--- config.mk ---
export PLATFORM = sky130hd
export DESIGN_NAME = fmul_acc_4_4
export DESIGN_NICKNAME = d
export VERILOG_FILES = /design/src/rtl/fmul_acc_4_4.sv
export SDC_FILE = /design/constraint.sdc
export NUM_CORES = 1
export LEC_CHECK = 0
export CORE_MARGIN = 2
export CORE_UTILIZATION = 50
export DETAILED_ROUTE_END_ITERATION = 10
export HOLD_SLACK_MARGIN = 0.08
export PLACE_DENSITY_LB_ADDON = 0.25
export SYNTH_ARGS = -nofsm -noshare
export SYNTH_HDL_FRONTEND = slang
export SYNTH_SLANG_ARGS = --single-unit
--- constraint.sdc ---
create_clock -name clk_i -period 8.3 [get_ports clk_i]
set_input_delay 1.66 -clock clk_i [delete_from_list [all_inputs] [get_ports clk_i]]
set_output_delay 1.66 -clock clk_i [all_outputs]
set_load 0.05 [all_outputs]
--- src/rtl/fmul_acc_4_4.sv ---
// fmul_acc_4_4: exact (Kulisch-style) streaming accumulator for 11-bit fmul
// products (exc[1:0], sign, exp[3:0] bias 7, frac[3:0]). A group of operands
// terminated by in_last_i is summed in a signed fixed-point register, then
// renormalised one bit per cycle, rounded to nearest-even and presented on a
// valid/ready output port.
//
// Optional feature macro: FMUL_ACC_COUNT_EN adds out_count_o (beats per group).
//
// Ports:
//   clk_i        clock, all state on posedge
//   rst_n_i      synchronous active-low reset
//   in_data_i    operand, 11 bits
//   in_valid_i   operand valid
//   in_last_i    last operand of the group (qualified by in_valid_i)
//   in_ready_o   stage accepts an operand
//   out_data_o   group sum, same format as in_data_i
//   out_valid_o  result valid
//   out_ready_i  downstream accepts the result
//   out_count_o  (FMUL_ACC_COUNT_EN only) accepted beats in the group, saturating
module fmul_acc_4_4 #(
  parameter int unsigned ACC_W = 28,
  parameter int unsigned CNT_W = 6
) (
  input  logic        clk_i,
  input  logic        rst_n_i,
  input  logic [10:0] in_data_i,
  input  logic        in_valid_i,
  input  logic        in_last_i,
  output logic        in_ready_o,
  output logic [10:0] out_data_o,
  output logic        out_valid_o,
  input  logic        out_ready_i
`ifdef FMUL_ACC_COUNT_EN
  ,
  output logic [15:0] out_count_o
`endif
);

  localparam int unsigned MSB = ACC_W - 1;
  localparam int unsigned EW  = CNT_W + 2;

  localparam logic [1:0] EXC_ZERO = 2'b00;
  localparam logic [1:0] EXC_NORM = 2'b01;
  localparam logic [1:0] EXC_INF  = 2'b10;
  localparam logic [1:0] EXC_NAN  = 2'b11;

  typedef enum logic [1:0] {
    S_ACCUM = 2'd0,
    S_NORM  = 2'd1,
    S_ROUND = 2'd2,
    S_OUT   = 2'd3
  } state_e;

  state_e             state_q;
  logic [ACC_W-1:0]   acc_q;
  logic [ACC_W-1:0]   mag_q;
  logic [CNT_W-1:0]   pos_q;
  logic               nan_q, inf_p_q, inf_n_q, ovf_q, ovf_sign_q;
  logic               in_ready_q;
  logic               out_valid_q;
  logic [10:0]        out_data_q;

  // Operand decode and exact term generation
  logic [1:0]         exc_d;
  logic               sgn_d;
  logic [3:0]         exp_d;
  logic [3:0]         frac_d;
  logic [ACC_W-1:0]   term_mag_d;
  logic [ACC_W-1:0]   term_d;
  logic [ACC_W-1:0]   sum_d;
  logic               add_ovf_d;
  logic [ACC_W-1:0]   acc_d;
  logic [ACC_W-1:0]   abs_d;
  logic               accept_d;
  logic               xfer_d;

  always_comb begin
    exc_d      = in_data_i[10:9];
    sgn_d      = in_data_i[8];
    exp_d      = in_data_i[7:4];
    frac_d     = in_data_i[3:0];
    // {1,frac} << exp with LSB weight 2^-11
    term_mag_d = ACC_W'({1'b1, frac_d}) << exp_d;
    term_d     = sgn_d ? (~term_mag_d + ACC_W'(1)) : term_mag_d;
    sum_d      = acc_q + term_d;
    add_ovf_d  = (acc_q[MSB] == term_d[MSB]) && (sum_d[MSB] != acc_q[MSB]);
    // Accumulator value including this beat, used to load the normaliser on in_last
    acc_d      = (exc_d == EXC_NORM) ? sum_d : acc_q;
    abs_d      = acc_d[MSB] ? (~acc_d + ACC_W'(1)) : acc_d;
    accept_d   = in_valid_i & in_ready_q;
    xfer_d     = out_valid_q & out_ready_i;
  end

  // Round-to-nearest-even of the normalised magnitude (leading one at mag_q[MSB])
  logic [3:0]    rfrac_d;
  logic          guard_d;
  logic          sticky_d;
  logic          rnd_d;
  logic [4:0]    frac5_d;
  logic [EW-1:0] e_d;
  logic          e_neg_d;
  logic          e_big_d;
  logic          acc_sign_d;
  logic [10:0]   res_d;

  always_comb begin
    rfrac_d    = mag_q[ACC_W-2 -: 4];
    guard_d    = mag_q[ACC_W-6];
    sticky_d   = |mag_q[ACC_W-7:0];
    rnd_d      = guard_d & (sticky_d | rfrac_d[0]);
    frac5_d    = {1'b0, rfrac_d} + 5'(rnd_d);
    // Two spare bits keep pos-4 representable as a two's-complement value
    e_d        = EW'(pos_q) - EW'(4) + EW'(frac5_d[4]);
    e_neg_d    = e_d[EW-1];
    e_big_d    = !e_neg_d && (e_d > EW'(15));
    acc_sign_d = acc_q[MSB];
    res_d      = 11'h000;
    if (nan_q || (inf_p_q && inf_n_q)) begin
      res_d = 11'h600;
    end else if (inf_p_q) begin
      res_d = 11'h400;
    end else if (inf_n_q) begin
      res_d = 11'h500;
    end else if (ovf_q) begin
      res_d = {EXC_INF, ovf_sign_q, 8'h00};
    end else if (mag_q == '0) begin
      res_d = 11'h000;
    end else if (e_neg_d) begin
      res_d = 11'h000;
    end else if (e_big_d) begin
      res_d = {EXC_INF, acc_sign_d, 8'h00};
    end else begin
      res_d = {EXC_NORM, acc_sign_d, e_d[3:0], frac5_d[3:0]};
    end
  end

  // Control FSM and datapath registers
  always_ff @(posedge clk_i) begin
    if (!rst_n_i) begin
      state_q     <= S_ACCUM;
      acc_q       <= '0;
      mag_q       <= '0;
      pos_q       <= '0;
      nan_q       <= 1'b0;
      inf_p_q     <= 1'b0;
      inf_n_q     <= 1'b0;
      ovf_q       <= 1'b0;
      ovf_sign_q  <= 1'b0;
      in_ready_q  <= 1'b0;
      out_valid_q <= 1'b0;
      out_data_q  <= '0;
    end else begin
      case (state_q)
        S_ACCUM: begin
          in_ready_q <= 1'b1;
          if (accept_d) begin
            case (exc_d)
              EXC_NORM: begin
                acc_q <= sum_d;
                if (add_ovf_d) begin
                  ovf_q      <= 1'b1;
                  ovf_sign_q <= sgn_d;
                end
              end
              EXC_INF: begin
                if (sgn_d) inf_n_q <= 1'b1;
                else       inf_p_q <= 1'b1;
              end
              EXC_NAN:  nan_q <= 1'b1;
              EXC_ZERO: ;
              default:  ;
            endcase
            if (in_last_i) begin
              mag_q      <= abs_d;
              pos_q      <= CNT_W'(ACC_W - 1);
              in_ready_q <= 1'b0;
              state_q    <= S_NORM;
            end
          end
        end
        S_NORM: begin
          if (mag_q[MSB] || (mag_q == '0)) begin
            state_q <= S_ROUND;
          end else begin
            mag_q <= mag_q << 1;
            pos_q <= pos_q - CNT_W'(1);
          end
        end
        S_ROUND: begin
          out_data_q  <= res_d;
          out_valid_q <= 1'b1;
          state_q     <= S_OUT;
        end
        S_OUT: begin
          if (xfer_d) begin
            out_valid_q <= 1'b0;
            acc_q       <= '0;
            nan_q       <= 1'b0;
            inf_p_q     <= 1'b0;
            inf_n_q     <= 1'b0;
            ovf_q       <= 1'b0;
            ovf_sign_q  <= 1'b0;
            in_ready_q  <= 1'b1;
            state_q     <= S_ACCUM;
          end
        end
        default: state_q <= S_ACCUM;
      endcase
    end
  end

  // in_ready must drop as soon as reset is asserted, not one edge later
  assign in_ready_o  = in_ready_q & rst_n_i;
  assign out_data_o  = out_data_q;
  assign out_valid_o = out_valid_q;

`ifdef FMUL_ACC_COUNT_EN
  // Beats accepted in the current group, saturating
  logic [15:0] cnt_q;

  always_ff @(posedge clk_i) begin
    if (!rst_n_i) begin
      cnt_q <= '0;
    end else if (xfer_d) begin
      cnt_q <= '0;
    end else if (accept_d && (cnt_q != 16'hFFFF)) begin
      cnt_q <= cnt_q + 16'd1;
    end
  end

  assign out_count_o = cnt_q;
`else
  // No beat counter in this build.
`endif

endmodule
==> impl_metrics.tcl, run 1 <==
set metrics [dict create \
    cts_tree "built" \
    yosysWarnings 0 \
    most_frequent_cell_after_synthesis "sky130_fd_sc_hd__nand2_1" \
    worst_ir_drop_vdd_uv 110 \
    timing.critical_path.slowest_cell_delay_ns 0.70 \
    cts_resized 0 \
    critical_path_at_ns 7.74 \
    timing.critical_path.fanout_max 12 \
    synth-main-ff-cell "sky130_fd_sc_hd__dfxtp_1" \
    detail_route.vias_per_cell 6.09 \
    area.growth.synth_to_final_pct 9.70 \
    clock_power_share 0.231 \
    first_global_vias 6244 \
    timing.final.crit_period_ns 7.49 \
    sequential_cell_area_sq_um 1640 \
    pre_cts_ws_ns 0.543 \
    achievable-frequency_ghz 0.134 \
    globalRouteMet2Util 0.411 \
    share_of_synthesized_cell_area_in_and_or_nand_and_nor_gates 0.265 \
    synth_largest_type_area_fraction 0.229 \
    gpl.final_weighted_congestion 0.901 \
    setup_viol_count_final 0 \
    finalNetCount 1034 \
    die_height_um 124 \
    core_sq_um 13900 \
    die-width_um 124 \
    remaining_drc_errors 0 \
    maxCapViolations 0 \
    cts_sinks 82 \
    cp_slowest_cell "sky130_fd_sc_hd__clkdlybuf4s50_1" \
    top_level_ports 29 \
    min-delay-start "ovf_sign_q" \
    ys_seq_elements 82 \
    ys_seq_area_frac 0.229 \
    critical_path_buf_inv_count 1 \
    num-fill-cells 1358 \
    power_switching_uw 832 \
    synth_top_cells_by_count "109 x sky130_fd_sc_hd__nand2_1, 104 x sky130_fd_sc_hd__nor2_1, 92 x sky130_fd_sc_hd__a21oi_1" \
    area_fraction_in_compound_gates_after_synthesis 0.292 \
    synth_top_cell_by_area "sky130_fd_sc_hd__dfxtp_1" \
    antennaDiodeCount 0 \
    hold_class "reg2reg" \
    clock-root-buffer "sky130_fd_sc_hd__clkbuf_16" \
    cts.reportedPaths.clkPinSlew_ns 0.07 \
    placement.io_buffers 28 \
    synth_edf_count 0 \
    rows 43 \
    antenna_violations_before_repair 0 \
    slew_viol_final 0 \
    layout.cell_area.non_filler_sq_um 7850 \
    status "finished clean" \
    relSlewSlack 0.210 \
    critical_path_class "in2reg" \
    cts-hold-fix-buffers 0 \
    mappedNetlistNets 1042 \
    timing.critical_path.from_type "primary input" \
    mux_contribution_to_synthesized_area 0.0198 \
    r2r_start "acc_q[0]" \
    rsz0062_at_grt "no" \
    worst_setup_path_end_kind "flop" \
    post_route_cells_drive_above_1_share 0.0643 \
    post_synth_main_area_contributors "sky130_fd_sc_hd__dfxtp_1 23%, sky130_fd_sc_hd__ha_1 7.3%, sky130_fd_sc_hd__a21oi_1 6.4%" \
    floorplan.initialDensity 0.514 \
    cell_area_synth_sq_um 7160 \
    synth_fa_ha_area_frac 0.0762 \
    globalRoute.totalOverflow 0 \
    cellLeakagePower_uw 0.00311 \
    async_flop_share 0 \
    final.setup.tns_ns 0 \
    track_usage 0.255 \
    drt_first_pass_iters 5 \
    power_report.internal_total_uw 1040 \
    clk_path_buf_depth 2 \
    layout.core_utilization 0.564 \
    worstSetupStartpoint "in_data_i[5]" \
    globalRoute.busiestLayer "met2" \
    multiInputGateArea_sq_um 5160 \
    floorplan.die_area_sq_um 15300 \
    postLayoutSetupSlackWorst_ns 0.813 \
    dr.first_iter.drc_count 623 \
    syn-mean-instance-area_sq_um 7.28 \
    worst_slew_pin_slew_ns 1.18 \
    netSwitchingFraction 0.444 \
    combinationalPowerShare 0.473 \
    globalRouteMet1Util 0.361 \
    timing.final.hold_violations 0 \
    post_synth_num_cell_types 85 \
    postCtsSetupRepairBufs 0 \
    post_drt_wl_per_cell_um 16.5 \
    use_met3 0.0330 \
    synthXorXnorAreaFrac 0.0661 \
    power_frac_seq 0.296 \
    cts_htree_levels 3 \
    clock-skew-final_ns 0.00679 \
    dpl.hpwl_um 14100 \
    wire_length_of_the_first_global_routing_pass_um 31200 \
    cts_inserted_buffers 9 \
    synth_top_family_by_area "compound AO/OA/AOI/OAI gates" \
    dpl-instance-area_sq_um 7540 \
    synthesis.instances 983 \
    latest_clock_arrival_within_the_worst_skew_pair_ns 0.35 \
    power-per-cell-area_nw_per_um2 239 \
    via_count 7066 \
    pin_count_of_the_biggest_net_entering_global_routing 61 \
    layout_worst_path_cycle_share 0.902 \
    worst_ep_required_time_ns 8.56 \
    critical-path-top-delay-family "simple AND/OR/NAND/NOR gates" \
    drtAntennaViolNets 0 \
    drt-total-wl_um 19200 \
    cp_cell_sequence "clkdlybuf4s50_1, nand2_1, o21ai_0, nor2_1, a21oi_1, nor2_1, or3_1, or2_2, nor2_1, nand2_1, o21ai_0, xnor2_1, ha_1, and4_1, nand2_1, or3_1, a311oi_1, mux2i_1, o311ai_1, nor4b_1, nand2b_1, o31ai_4, xor2_1, a221oi_1" \
]
-- cell type report --
type,instances,area share
Sequential cell,82,0.209
Clock buffer,9,0.0287
Timing Repair Buffer,45,0.0519
Tap cell,180,0.0287
Multi-Input combinational cell,808,0.657
Clock inverter,7,0.0110
Inverter,29,0.0139
-- registers in the layout, summed over array words and instances (netlist names) --
register	cells
pos_q	6
nan_q	1
ovf_sign_q	1
inf_n_q	1
in_ready_q	1
mag_q	28
ovf_q	1
out_data_o	11
inf_p_q	1
out_valid_o	1
acc_q	28
state_q	2
-- cell families (layout without fill, tap and decap cells) --
| family | after synthesis | count (layout) |
|---|---|---|
| compound gates | 314 | 314 |
| xor+xnor | 54 | 54 |
| fa+ha+maj | 43 | 43 |
| buf+inv | 93 | 90 |
| flops | 82 | 82 |
| mux | 14 | 14 |
| simple gates | 383 | 383 |
-- final timing paths --
kind           endpoint  slack [ns]  cells after the start
max           mag_q[26]        0.81                     24
min          ovf_sign_q        0.47                      2
max reg2reg   mag_q[26]        4.21                     14
min reg2reg  ovf_sign_q        0.47                      2
-- layer usage --
metal / part of all wire / routed length, um
met5: 0 / 0
met1: 0.49 / 9390
met3: 0.037 / 710
met4: 0.017 / 323
met2: 0.46 / 8770
-- worst register-to-register path, stage by stage (launching register included) --
cell	delay (ns)
sky130_fd_sc_hd__dfxtp_1	0.38
sky130_fd_sc_hd__ha_1	0.27
sky130_fd_sc_hd__inv_1	0.08
sky130_fd_sc_hd__fa_1	0.42
sky130_fd_sc_hd__nor2b_2	0.19
sky130_fd_sc_hd__o31ai_2	0.14
sky130_fd_sc_hd__a211o_1	0.41
sky130_fd_sc_hd__a2111oi_2	0.54
sky130_fd_sc_hd__o21a_1	0.17
sky130_fd_sc_hd__o31ai_1	0.12
sky130_fd_sc_hd__nor4b_1	0.47
sky130_fd_sc_hd__nand2b_1	0.20
sky130_fd_sc_hd__o31ai_4	0.25
sky130_fd_sc_hd__xor2_1	0.09
sky130_fd_sc_hd__a221oi_1	0.27
-- power by group through the flow --
stage | clock [uW] | sequential (uW) | combinational [uW]
after floorplan | 0 | 546 | 677
after global placement | 0 | 562 | 872
after detailed placement | 0 | 563 | 877
after CTS | 439 | 555 | 882
after global routing | 452 | 567 | 988
final | 433 | 556 | 888
-- cell usage in the layout, fill, tap and decap left out, types with 5 or more instances in the layout --
master,synthesis,layout
sky130_fd_sc_hd__nand2b_1,13,13
sky130_fd_sc_hd__nand3_1,29,29
sky130_fd_sc_hd__nor2b_1,16,15
sky130_fd_sc_hd__a21oi_1,92,92
sky130_fd_sc_hd__a221oi_1,8,8
sky130_fd_sc_hd__or3_1,16,16
sky130_fd_sc_hd__ha_1,42,42
sky130_fd_sc_hd__nor4_1,11,11
sky130_fd_sc_hd__clkdlybuf4s50_1,0,28
sky130_fd_sc_hd__nand4_1,7,7
sky130_fd_sc_hd__o211a_1,9,9
sky130_fd_sc_hd__a31oi_1,10,10
sky130_fd_sc_hd__a31o_2,7,7
sky130_fd_sc_hd__a211oi_1,9,9
sky130_fd_sc_hd__buf_4,2,17
sky130_fd_sc_hd__xor2_1,19,19
sky130_fd_sc_hd__xnor2_1,35,35
sky130_fd_sc_hd__and3_1,10,10
sky130_fd_sc_hd__nand2_1,109,109
sky130_fd_sc_hd__a211o_1,6,6
sky130_fd_sc_hd__o21a_1,10,10
sky130_fd_sc_hd__nor2_1,104,104
sky130_fd_sc_hd__a21o_1,10,10
sky130_fd_sc_hd__o22ai_1,5,5
sky130_fd_sc_hd__mux2i_1,13,13
sky130_fd_sc_hd__o21ai_0,59,59
sky130_fd_sc_hd__o31ai_1,11,11
sky130_fd_sc_hd__o21ai_1,5,5
sky130_fd_sc_hd__inv_1,28,28
sky130_fd_sc_hd__a22oi_1,29,29
sky130_fd_sc_hd__dfxtp_1,82,82
sky130_fd_sc_hd__clkbuf_16,0,9
sky130_fd_sc_hd__nor3_1,26,26
sky130_fd_sc_hd__o211ai_1,9,9
-- per-stage QoR --
step | power, uW | std cells | hold WS (ns)
after detailed placement | 1440 | 1144 | 0.460
after global placement | 1430 | 1144 | 0.441
after global routing | 2010 | 1160 | 0.500
after CTS | 1880 | 1160 | 0.470
after floorplan | 1220 | 983 | 0.432
final | 1880 | 1160 | 0.471
(Power assumes the default switching activity.)
==> run 2: changes to the inputs <==
Settings changed: REMOVE_ABC_BUFFERS set to 1.
==> impl_metrics.tcl, run 2 (synthesis gave the netlist of run 1 again) <==
set metrics [dict create \
    status "finished clean" \
    cp_slowest_cell "sky130_fd_sc_hd__clkdlybuf4s50_1" \
    setup_viol_count_final 0 \
    floorplan.initialDensity 0.514 \
    worst_setup_path_end_kind "flop" \
    critical_path_at_ns 7.70 \
    timing.critical_path.from_type "primary input" \
    antennaDiodeCount 0 \
    clock-root-buffer "sky130_fd_sc_hd__clkbuf_16" \
    dr.first_iter.drc_count 649 \
    cts_htree_levels 3 \
    remaining_drc_errors 0 \
    rsz0062_at_grt "no" \
    gpl.final_weighted_congestion 0.900 \
    track_usage 0.260 \
    num-fill-cells 1351 \
    cts_inserted_buffers 9 \
    fin_cells 1160 \
    drt-total-wl_um 19200 \
    die_height_um 124 \
    worst_slew_pin_slew_ns 0.921 \
    timing.final.hold_violations 0 \
    detail_route.vias_per_cell 6.18 \
    drt_first_pass_iters 5 \
    critical-path-top-delay-family "simple AND/OR/NAND/NOR gates" \
    worst_ir_drop_vdd_uv 159 \
    post_route_cells_drive_above_1_share 0.0653 \
    post_drt_wl_per_cell_um 16.6 \
    maxCapViolations 0 \
    slew_viol_final 0 \
    cts.reportedPaths.clkPinSlew_ns 0.07 \
    finalNetCount 1034 \
    pin_count_of_the_biggest_net_entering_global_routing 61 \
    achievable-frequency_ghz 0.134 \
    cts_sinks 82 \
    wire_length_of_the_first_global_routing_pass_um 31600 \
    layout_commonest_cell "sky130_fd_sc_hd__nand2_1" \
    top_level_ports 29 \
    final.setup.tns_ns 0 \
    worst_ep_required_time_ns 8.56 \
    power-per-cell-area_nw_per_um2 241 \
    antenna_violations_before_repair 0 \
    hold_class "reg2reg" \
    die-width_um 124 \
    cp_cell_sequence "clkdlybuf4s50_1, nand2_1, o21ai_0, nor2_1, a21oi_1, nor2_1, or3_1, or2_2, nor2_1, nand2_1, o21ai_0, xnor2_1, ha_1, and4_1, nand2_1, or3_1, a311oi_1, mux2i_1, o311ai_1, nor4b_1, nand2b_1, o31ai_4, xor2_1, a221oi_1" \
    latest_clock_arrival_within_the_worst_skew_pair_ns 0.35 \
    critical_path_buf_inv_count 1 \
    drtAntennaViolNets 0 \
    first_global_vias 6400 \
    critical_path_class "in2reg" \
    relSlewSlack 0.384 \
    globalRoute.totalOverflow 0 \
    rows 43 \
    cts_resized 0 \
    placement.io_buffers 28 \
    floorplan.die_area_sq_um 15300 \
    clk_path_buf_depth 2 \
    timing.final.crit_period_ns 7.44 \
    postCtsSetupRepairBufs 0 \
    area.growth.synth_to_final_pct 9.88 \
    via_count 7170 \
    cts-hold-fix-buffers 0 \
    dp_cells 1144 \
    cellLeakagePower_uw 0.00312 \
    most-common-layout-cells "109 x sky130_fd_sc_hd__nand2_1, 104 x sky130_fd_sc_hd__nor2_1, 92 x sky130_fd_sc_hd__a21oi_1, 82 x sky130_fd_sc_hd__dfxtp_1, 59 x sky130_fd_sc_hd__o21ai_0" \
    dpl.hpwl_um 14100 \
    core_sq_um 13900 \
    layout_worst_path_cycle_share 0.896 \
    timing.critical_path.slowest_cell_delay_ns 0.69 \
    clock-skew-final_ns 0.00612 \
    timing.critical_path.fanout_max 12 \
    cts_tree "built" \
]
==> run 2: final timing paths <==
check / slack [ns] / depth (start not counted) / end / start
hold / removal: 0.46 / 2 / ovf_sign_q / ovf_sign_q
setup reg to reg: 4.27 / 15 / mag_q[23] / acc_q[0]
setup / recovery: 0.86 / 24 / mag_q[26] / in_data_i[5]
hold reg to reg: 0.46 / 2 / ovf_sign_q / ovf_sign_q
==> run 2: worst reg2reg max path, cell delays in order, from the launching register on <==
cell	delay, ns
sky130_fd_sc_hd__dfxtp_1	0.38
sky130_fd_sc_hd__ha_1	0.27
sky130_fd_sc_hd__inv_1	0.08
sky130_fd_sc_hd__fa_1	0.41
sky130_fd_sc_hd__nor2b_2	0.19
sky130_fd_sc_hd__o31ai_2	0.14
sky130_fd_sc_hd__a211o_1	0.41
sky130_fd_sc_hd__a2111oi_2	0.53
sky130_fd_sc_hd__o21a_1	0.17
sky130_fd_sc_hd__o31ai_1	0.11
sky130_fd_sc_hd__buf_4	0.19
sky130_fd_sc_hd__or3_1	0.36
sky130_fd_sc_hd__o31a_1	0.31
sky130_fd_sc_hd__xnor2_1	0.16
sky130_fd_sc_hd__nand2_1	0.07
sky130_fd_sc_hd__a21oi_1	0.16
==> run 2: cell type report <==
class / count / area [sq um] / area share
clock buffer: 9 / 225 / 0.0286
clock inverter: 7 / 98.8 / 0.0126
inverter: 29 / 109 / 0.0138
multi-input combinational: 808 / 5160 / 0.656
sequential: 82 / 1640 / 0.209
tap: 180 / 225 / 0.0286
timing repair buffer: 45 / 408 / 0.0519
==> run 2: stage by stage <==
| step | instance area, sq um | utilization | total power (uW) | hold slack [ns] | setup WS (ns) |
|---|---|---|---|---|---|
| finish | 7870 | 0.564 | 1900 | 0.458 | 0.861 |
| detailed placement | 7540 | 0.541 | 1440 | 0.449 | 0.558 |
| global route | 7870 | 0.564 | 2040 | 0.500 | 0.280 |
| floorplan | 6900 | - | 1190 | 0.432 | 1.58 |
| CTS | 7870 | 0.564 | 1900 | 0.457 | 0.921 |
| global placement | 7540 | 0.541 | 1440 | 0.444 | 0.752 |
==> run 2: power by group <==
group | internal [uW] | switching (uW) | total [uW]
Clock | 266 | 182 | 448
Sequential | 476 | 79.3 | 555
Combinational | 331 | 560 | 892
Total | 1070 | 822 | 1900
==> run 2: routing by layer <==
layer  global-route usage  vias to the layer above  routed length, um
met4               0.0760                        0                350
li1                     -                     3579                  -
met5                    0                        -                  0
met1                0.353                     3351               8770
met2                0.423                      213               9030
met3               0.0426                       27               1060
==> run 3: changes to the inputs <==
Settings changed: CAP_MARGIN set to 20, GPL_TIMING_DRIVEN set to 0.
==> impl_metrics.tcl, run 3 (synthesis gave the netlist of run 1 again) <==
set metrics [dict create \
    postCtsSetupRepairBufs 0 \
    cts_tree "built" \
    drtAntennaViolNets 0 \
    drt-total-wl_um 19100 \
    dpl-instance-area_sq_um 7590 \
    drt_first_pass_iters 5 \
    cts-hold-fix-buffers 0 \
    layout.cell_area.non_filler_sq_um 7890 \
    timing.final.hold_violations 0 \
    setup.reg_to_reg.worst_slack_ns 4.14 \
    power_switching_uw 822 \
    pre_cts_ws_ns 0.0976 \
    setup_viol_count_final 0 \
    power_report.internal_total_uw 1040 \
    floorplan.initialDensity 0.514 \
    timing.critical_path.fanout_max 13 \
    first_global_vias 6451 \
    status "finished clean" \
    die_height_um 124 \
    gpl.final_weighted_congestion 0.888 \
    clk_path_buf_depth 2 \
    min-delay-start "ovf_sign_q" \
    globalRouteMet1Util 0.344 \
    layout.core_utilization 0.566 \
    worst_slew_pin_slew_ns 1.04 \
    die-width_um 124 \
    clock-skew-final_ns 0.00573 \
    top_level_ports 29 \
    pin_count_of_the_biggest_net_entering_global_routing 49 \
    clock_power_share 0.209 \
    detail_route.vias_per_cell 6.15 \
    placement.io_buffers 28 \
    combinationalPowerShare 0.494 \
    layout_commonest_cell "sky130_fd_sc_hd__nand2_1" \
    floorplan.die_area_sq_um 15300 \
    layout_worst_path_cycle_share 0.938 \
    worst_ep_required_time_ns 8.54 \
    netSwitchingFraction 0.440 \
    globalRoute.totalOverflow 0 \
    dpl.hpwl_um 14000 \
    timing.critical_path.from_type "primary input" \
    antennaDiodeCount 0 \
    cts_inserted_buffers 9 \
    post_drt_wl_per_cell_um 16.6 \
    critical_path_at_ns 8.02 \
    postLayoutSetupSlackWorst_ns 0.512 \
    worst_ir_drop_vdd_uv 109 \
    latest_clock_arrival_within_the_worst_skew_pair_ns 0.34 \
    achievable-frequency_ghz 0.128 \
    timing.final.crit_period_ns 7.79 \
    post_route_cells_drive_above_1_share 0.0597 \
    globalRoute.busiestLayer "met2" \
    fin_cells 1151 \
    power-per-cell-area_nw_per_um2 236 \
    r2r_start "state_q[1]" \
    rows 43 \
    clock-root-buffer "sky130_fd_sc_hd__clkbuf_16" \
    area.growth.synth_to_final_pct 10.3 \
    use_met3 0.0316 \
    maxCapViolations 0 \
    via_count 7073 \
    cellLeakagePower_uw 0.00311 \
    relSlewSlack 0.298 \
    hold_class "reg2reg" \
    remaining_drc_errors 0 \
    core_sq_um 13900 \
    worst_setup_path_end_kind "flop" \
    globalRouteMet2Util 0.422 \
    power_frac_seq 0.297 \
    dp_cells 1135 \
    critical_path_class "in2reg" \
    dr.first_iter.drc_count 526 \
    cts_sinks 82 \
    wire_length_of_the_first_global_routing_pass_um 31600 \
    timing.hold.ws_ns 0.458 \
    antenna_violations_before_repair 0 \
    finalNetCount 1025 \
    worstSetupStartpoint "in_data_i[5]" \
    cts.reportedPaths.clkPinSlew_ns 0.07 \
    most-common-layout-cells "109 x sky130_fd_sc_hd__nand2_1, 104 x sky130_fd_sc_hd__nor2_1, 92 x sky130_fd_sc_hd__a21oi_1, 82 x sky130_fd_sc_hd__dfxtp_1, 58 x sky130_fd_sc_hd__o21ai_0" \
    cts_htree_levels 3 \
    track_usage 0.256 \
    slew_viol_final 0 \
]
[run 3: cell types whose count changed in the layout (fill, tap and decap cells not counted), sizes merged]
cell      delta
buf          -9
bufinv       -2
clkbuf       +2
clkinv       +1
clkinvlp     +1
inv          -2
[run 3: layout make-up]
type	instances	area [sq um]
fill	1341	6040
multi-input combinational	808	5190
sequential	82	1640
timing repair buffer	36	448
clock buffer	11	243
tap	180	225
inverter	29	110
clock inverter	5	37.5
[run 3: per-layer routing]
| metal | vias to the layer above | routed length, um |
|---|---|---|
| met2 | 182 | 8920 |
| met5 | - | 0 |
| met1 | 3293 | 8920 |
| li1 | 3566 | - |
| met3 | 32 | 777 |
| met4 | 0 | 433 |
[run 3: path summary, 6_finish.rpt]
| check | endpoint | cells after the start |
|---|---|---|
| min | ovf_sign_q | 2 |
| min reg2reg | ovf_sign_q | 2 |
| max | mag_q[16] | 24 |
| max reg2reg | mag_q[20] | 10 |
[run 3: critical path, stage by stage]
cell	delay [ns]
sky130_fd_sc_hd__clkdlybuf4s50_1	0.69
sky130_fd_sc_hd__nand2_1	0.19
sky130_fd_sc_hd__o21ai_1	0.30
sky130_fd_sc_hd__nor2_1	0.07
sky130_fd_sc_hd__a21oi_1	0.24
sky130_fd_sc_hd__nor2_1	0.11
sky130_fd_sc_hd__or3_1	0.41
sky130_fd_sc_hd__or2_2	0.31
sky130_fd_sc_hd__nor2_1	0.16
sky130_fd_sc_hd__nand2_1	0.11
sky130_fd_sc_hd__o21ai_0	0.21
sky130_fd_sc_hd__xnor2_1	0.16
sky130_fd_sc_hd__ha_1	0.36
sky130_fd_sc_hd__and4_1	0.24
sky130_fd_sc_hd__nand2_1	0.09
sky130_fd_sc_hd__a2bb2oi_1	0.39
sky130_fd_sc_hd__nand4_1	0.29
sky130_fd_sc_hd__a211o_1	0.32
sky130_fd_sc_hd__a31o_2	0.32
sky130_fd_sc_hd__xor2_1	0.77
sky130_fd_sc_hd__nor2_1	0.14
sky130_fd_sc_hd__xnor2_1	0.22
sky130_fd_sc_hd__o211ai_1	0.11
sky130_fd_sc_hd__o211a_1	0.13
[run 3: power groups by stage]
stage | registers [uW] | logic (uW) | clock network (uW)
after floorplan | 547 | 644 | 0
after global placement | 558 | 849 | 0
after detailed placement | 559 | 911 | 0
after CTS | 553 | 914 | 394
after global routing | 567 | 1020 | 415
final | 555 | 922 | 390
[run 3: what timing repair did]
item,in CTS,in global routing
resized for setup,0,3
hold endpoints to repair,0,0
endpoints found under the setup margin,0,21
[run 3: stage by stage]
| stage | TNS (ns) | power (uW) |
|---|---|---|
| 2_1_floorplan | 0 | 1190 |
| 3_3_place_gp | -5.58 | 1410 |
| 3_5_place_dp | 0 | 1470 |
| 4_1_cts | 0 | 1860 |
| 5_1_grt | -0.00136 | 2010 |
| 6_report | 0 | 1870 |
